--- src/rtl/jpeg_eoi_append.sv ---
// JPEG output stage: forwards packed 32-bit scan words and appends the EOI marker after each frame.
// Optional frame byte counter enabled with `define JENC_FRAME_SIZE_EN.
module jpeg_eoi_append #(
  parameter logic [15:0] EOI_MARKER = 16'hFFD9
`ifdef JENC_FRAME_SIZE_EN
  ,
  parameter int SIZE_W = 24
`endif
) (
  input  logic              clk,
  input  logic              resetn,
  input  logic [31:0]       in_data,
  input  logic              in_tlast,
  input  logic              in_valid,
  output logic              in_hold,
  output logic [31:0]       out_data,
  output logic [2:0]        out_nbytes,
  output logic              out_tlast,
  output logic              out_valid,
  input  logic              out_hold
`ifdef JENC_FRAME_SIZE_EN
  ,
  output logic [SIZE_W-1:0] frame_size,
  output logic              frame_size_vld
`endif
);

  typedef enum logic {ST_PASS, ST_EOI} state_t;

  state_t      state_reg, state_next;
  logic        load;
  logic        take;
  logic [31:0] data_next;
  logic [2:0]  nbytes_next;
  logic        tlast_next;
  logic        valid_next;

  // The output register can be written when empty or when its word leaves this cycle.
  assign load = !out_valid || !out_hold;
  assign take = out_valid && !out_hold;

  always_comb begin
    state_next  = state_reg;
    in_hold     = 1'b1;
    data_next   = out_data;
    nbytes_next = out_nbytes;
    tlast_next  = out_tlast;
    valid_next  = out_valid;
    if (load) valid_next = 1'b0;
    case (state_reg)
      ST_PASS: begin
        in_hold = !load;
        if (in_valid && load) begin
          data_next   = in_data;
          nbytes_next = 3'd4;
          tlast_next  = 1'b0;
          valid_next  = 1'b1;
          if (in_tlast) state_next = ST_EOI;
        end
      end
      ST_EOI: begin
        // Input is stalled for exactly the slot the marker word occupies.
        if (load) begin
          data_next   = {EOI_MARKER, 16'h0000};
          nbytes_next = 3'd2;
          tlast_next  = 1'b1;
          valid_next  = 1'b1;
          state_next  = ST_PASS;
        end
      end
      default: state_next = ST_PASS;
    endcase
  end

  always_ff @(posedge clk or negedge resetn) begin
    if (!resetn) begin
      state_reg  <= ST_PASS;
      out_data   <= 32'h0;
      out_nbytes <= 3'd0;
      out_tlast  <= 1'b0;
      out_valid  <= 1'b0;
    end else begin
      state_reg  <= state_next;
      out_data   <= data_next;
      out_nbytes <= nbytes_next;
      out_tlast  <= tlast_next;
      out_valid  <= valid_next;
    end
  end

`ifdef JENC_FRAME_SIZE_EN
  logic [SIZE_W-1:0] count_reg;
  logic [SIZE_W:0]   count_sum;
  logic [SIZE_W-1:0] count_sat;

  assign count_sum = {1'b0, count_reg} + {{(SIZE_W-2){1'b0}}, out_nbytes};
  assign count_sat = count_sum[SIZE_W] ? {SIZE_W{1'b1}} : count_sum[SIZE_W-1:0];

  // The EOI take closes the frame: publish the total and restart from zero.
  always_ff @(posedge clk or negedge resetn) begin
    if (!resetn) begin
      count_reg      <= '0;
      frame_size     <= '0;
      frame_size_vld <= 1'b0;
    end else begin
      frame_size_vld <= 1'b0;
      if (take) begin
        if (out_tlast) begin
          frame_size     <= count_sat;
          frame_size_vld <= 1'b1;
          count_reg      <= '0;
        end else begin
          count_reg <= count_sat;
        end
      end
    end
  end
`else
  logic unused_take;
  assign unused_take = take;
`endif

endmodule

--- config.mk ---
export PLATFORM = sky130hd
export DESIGN_NAME = jpeg_eoi_append
export DESIGN_NICKNAME = d
export VERILOG_FILES = /design/src/rtl/jpeg_eoi_append.sv
export SDC_FILE = /design/constraint.sdc
export NUM_CORES = 1
export LEC_CHECK = 0
export ABC_AREA = 0
export BUFFER_PORTS_ARGS = -buffer_cell sky130_fd_sc_hd__buf_2
export CAP_MARGIN = 10
export CELL_PAD_IN_SITES_DETAIL_PLACEMENT = 1
export CELL_PAD_IN_SITES_GLOBAL_PLACEMENT = 1
export CORE_MARGIN = 4
export CORE_UTILIZATION = 34
export CTS_BUF_LIST = sky130_fd_sc_hd__clkbuf_8
export DETAILED_ROUTE_END_ITERATION = 16
export PLACE_DENSITY_LB_ADDON = 0.1
export RECOVER_POWER = 100
export SLEW_MARGIN = 20
export SYNTH_ARGS = -nofsm -noshare
export SYNTH_HDL_FRONTEND = slang
export SYNTH_SLANG_ARGS = --single-unit
--- constraint.sdc ---
create_clock -name clk -period 1 [get_ports clk]
set_input_delay 0.1 -clock clk [delete_from_list [all_inputs] [get_ports clk]]
set_output_delay 0.1 -clock clk [all_outputs]
set_load 0.01 [all_outputs]
# Word level (Yosys, flattened, before mapping)
# Cells that the tools add are included.
dict set report classes {
  n_eq_ne 2
  n_mux 18
  n_bitwise 1
  reduce_logical 6
}
# operator n
set op_table {}
lappend op_table {{$mux 32} 2}
lappend op_table {{$pmux 32 s2} 1}
lappend op_table {{$mux 1} 9}
lappend op_table {{$mux 3} 2}
lappend op_table {{$pmux 1 s2} 3}
lappend op_table {{$pmux 3 s2} 1}
lappend op_table {{$logic_not 1->1} 3}
lappend op_table {{$ne 2x1->1 const B} 1}
lappend op_table {{$ne 2x2->1 const B} 1}
lappend op_table {{$reduce_and 2->1} 1}
lappend op_table {{$logic_and 1x1->1} 1}
lappend op_table {{$logic_or 1x1->1} 1}
lappend op_table {{$not 1->1} 1}
dict set report word_totals {
  ff_bits 38
  inputBits 37
  out_inout_bits 38
  elab_cells 32
}

# Depth between registers and ports, before layout
dict set report logic_depth {
  word_depth 5
  ltp_mapped 5
  mapped_depth_nobuf 2
}

# Least setup slack after synthesis
# Ideal clock, no wire load.
dict set report synth_path {
  path_kind {register -> register}
  from {register out_valid}
  to {register out_nbytes[1]}
  setup_ns 0.121
  arrival_time_ns 1.085
  required_ns 0.879
  slack_ns -0.206
  stages_incl_launch_ff 5
  n_path_buf 2
  period_less_slack_ns 1.206
  cell_sequence {dfrtp_1 buf_2 a21bo_2 buf_4 a22o_1}
}
dict set report synth_via {
  elab_chain_len 5
  word_cells_on_any_way 6
  classes_between {eq/ne: 2; reduce/logical: 4}
}
# element line_no
set synth_rtl {}
lappend synth_rtl {{from (decl)} 19} ;# output logic out_valid,
lappend synth_rtl {{from (signal assigned)} 87} ;# out_valid <= valid_next;
lappend synth_rtl {{$logic_not 1->1 (*)} 39} ;# assign load = !out_valid || !out_hold;
lappend synth_rtl {{$logic_or 1x1->1 (*)} 39}
lappend synth_rtl {{$logic_and 1x1->1} 53} ;# if (in_valid && load) begin
lappend synth_rtl {{$ne 2x2->1 (no line)} n/a}
lappend synth_rtl {{$reduce_and 2->1 (no line) (*)} n/a}
lappend synth_rtl {{to (signal assigned)} 85} ;# out_nbytes <= nbytes_next;
lappend synth_rtl {{to (decl)} 17} ;# output logic [2:0] out_nbytes,
# Mark *: on every way between the ends. The rest lies on a longest branch, timed or not.
# A chain may end at the register's enable or synchronous reset.

# Final worst setup path
dict set report layout_path {
  from {register state_reg}
  to {output port in_hold}
}
dict set report layout_via {
  elab_chain_len 1
}
# element line_no
set layout_rtl {}
lappend layout_rtl {{from (decl)} 30} ;# state_t state_reg, state_next;
lappend layout_rtl {{from (signal assigned)} 83} ;# state_reg <= state_next;
lappend layout_rtl {{$mux 1} 50} ;# case (state_reg)
lappend layout_rtl {{to (decl)} 15} ;# output logic in_hold,
# No other way between the ends.

==> metrics <==
outcome=finished, violations left; failing checks=setup timing; post-route ant nets=0; CTS buffer count=5; share of cells above drive strength 1=0.532; Via Count=1,899; first-pass GRT wire length=about 10,000 microns; Worst Hold Class=input pin to register; Port Buf Inserts=73; Slew HR=0.655; crit path max fanout=2; GRT busiest layer=met2; Arr. time, crit path=1200 ps; final worst path period need=1300 ps; worst-skew pair later-pin latency=290 ps; top flop regs=out_data x32, out_nbytes x2; Critical R2R Launch=state_reg; Longest Clk Path Bufs=2; flop2flop setup slack=-300 ps; fmax=769 MHz; Initial Util=0.360; number of remaining DRC errors=0; TritonCTS clock tree=built; top-area cell type share of the netlist area=0.443; CP required=900 ps; Worst Skew=8.88 ps; EDFF count, synth=0; Cells after Synth=about 200; DP Worst Slack=-155 ps; Root Buffer Master=clkbuf_8; M1 GR Usage=0.226; Yosys reg bits=36; Util after Layout=0.553; syn nets=236; Post-synth top cells=dfrtp_1, nand2b_1, nand3_1, or3b_1; MaxCap Viol Count=0; fin crit share=1.30; CP max stage cell=dfrtp_2; RSZ-0062 raised after global routing=yes; Worst-Margin Slew=518 ps; Ports=75; Hold Fails Final Rpt=0; hold path startpoint=in_data[14]; FP Rows=27; Cell variety after synth=25; final cell count without fillers=365; final hold slack=74.3 ps; mapped cell area=between 0.002 and 0.0025 sq mm; gr usage total=0.178; worst path cell trace=buf_12, buf_8, nand2b_4, buf_6; CP Launch Type=register; Placeable Area=0.00564 sq mm; NumNets Final=between 300 and 400; Synth area leader=dfrtp_1; Worst Path Buf+Inv=3; placed inst area=0.00260 sq mm; Slew Limit Fails=0; Num Clock Sinks=36; Peak supply drop=0.721 mV; Crit. End Element=primary output; WS Path Type=register to primary output; Pre-antenna DRT Iters=3; initial antenna violation count=0; sequential share of the synthesized area=0.443; RePlAce Congestion=slightly above 0.7; Synth area leaders=dfrtp_1, or3b_1, nand2b_1, and3b_1, o211ai_2; end of the worst register-to-register path=out_data[16]; ys flop type=dfrtp_1; post-detail-place hpwl=between 4000 and 5000 microns; Via density=5.20; Setup violations, final=38; gr ovfl total=0; chip height=85.3 microns; routed length per instance=17.6 microns; # diodes=0; CP peak stage delay=430 ps; reg2reg path depth=5; Cell Pwr Density=1560 mW/mm^2; DRT iter0 DRCs=60; WHS Endpoint=out_data[14]; placed insts=between 300 and 400; static leakage power=1.43 nW; die area=0.00728 sq mm; largest net degree at the start of global routing=37; final worst slack=-300 ps; mean post-synth cell area=slightly above 10 sq um; Total Routed Length=between 6000 and 7000 microns; Setup TNS=-8730 ps; count leader, synth=dfrtp_1; H-tree Lvls=2; Largest Register=out_data; Power Total=4.88 mW; Layout area overhead=53.5%; asr flop ratio synth=1.00; met3 Usage GRT=0.0330; Largest register FFs=32; vias in the first global route=2,083; Crit path max-delay family=flip-flops; warnings from Yosys=0; hold path cells=3; Die W=85.3 microns; clock-pin slew on the worst setup and hold paths=80 ps; GRT met2 Usage=0.308; post-route cell area=0.00312 sq mm
-- worst max path at each step --
stage | start | end | slack, ps | cells past startpoint
2_1_floorplan | out_valid | out_nbytes[1] | -160 | 4
3_3_place_gp | out_valid | out_data[16] | -130 | 4
3_5_place_dp | state_reg | out_data[18] | -160 | 3
4_1_cts | state_reg | in_hold | -310 | 4
5_1_grt | state_reg | in_hold | -340 | 4
6_report | state_reg | in_hold | -300 | 4
-- power by group --
part           internal (mW)  switching (mW)  leakage [nW]
Combinational           1.00           0.871         0.970
Clock                  0.455           0.504        0.0413
Sequential              1.76           0.288         0.422
-- layer usage --
metal	wire (microns)	vias to the layer above
li1	-	906
met1	2750	939
met2	3320	46
met3	289	8
met4	63	0
met5	0	-
-- layout make-up --
type / instances / area (sq um)
multi-input combinational: 139 / 1210
timing repair buffer: 112 / 847
fill: 641 / 2520
clock buffer: 5 / 68.8
sequential: 36 / 903
clock inverter: 1 / 3.75
tap: 72 / 90.1
-- cell families (layout without fill, tap and decap cells) --
kind of cell / after synthesis / after routing / synth area share
simple gates: 101 / 101 / 0.313
other cells: 1 / 1 / 0.00184
flops: 36 / 36 / 0.443
compound gates: 37 / 37 / 0.170
buf+inv: 24 / 118 / 0.0714
-- layout by cell type (no fill, tap or decap), drive strengths merged --
cell         count
nand2b          20
a22o             2
nand2            1
a21bo            1
nor2b            1
nand3           19
dfrtp           36
bufbuf           1
inv              1
buf             82
nor2            13
or3b            19
a211oi          13
o211ai          19
and3b           13
nor3            13
a2bb2oi          1
or3              1
dlygate4sd3      1
and2             1
conb             1
a21boi           1
clkbuf          33
-- worst min-delay path, delay by kind of cell --
kind	cells	cell delay, ps
buffers and inverters	1	90
and+or+nand+nor	1	50
AOI/OAI and AO/OA	1	70
-- what timing repair did --
action                                  CTS  global route
endpoints found under the setup margin   38            38
buffers inserted                         11             2
gates cloned                              3             1
resized for setup                        37            29
hold buffers                              1             0
endpoints found under the hold margin    36             0
pin swaps                                 3             9
Power figures use the tool's default switching activity.
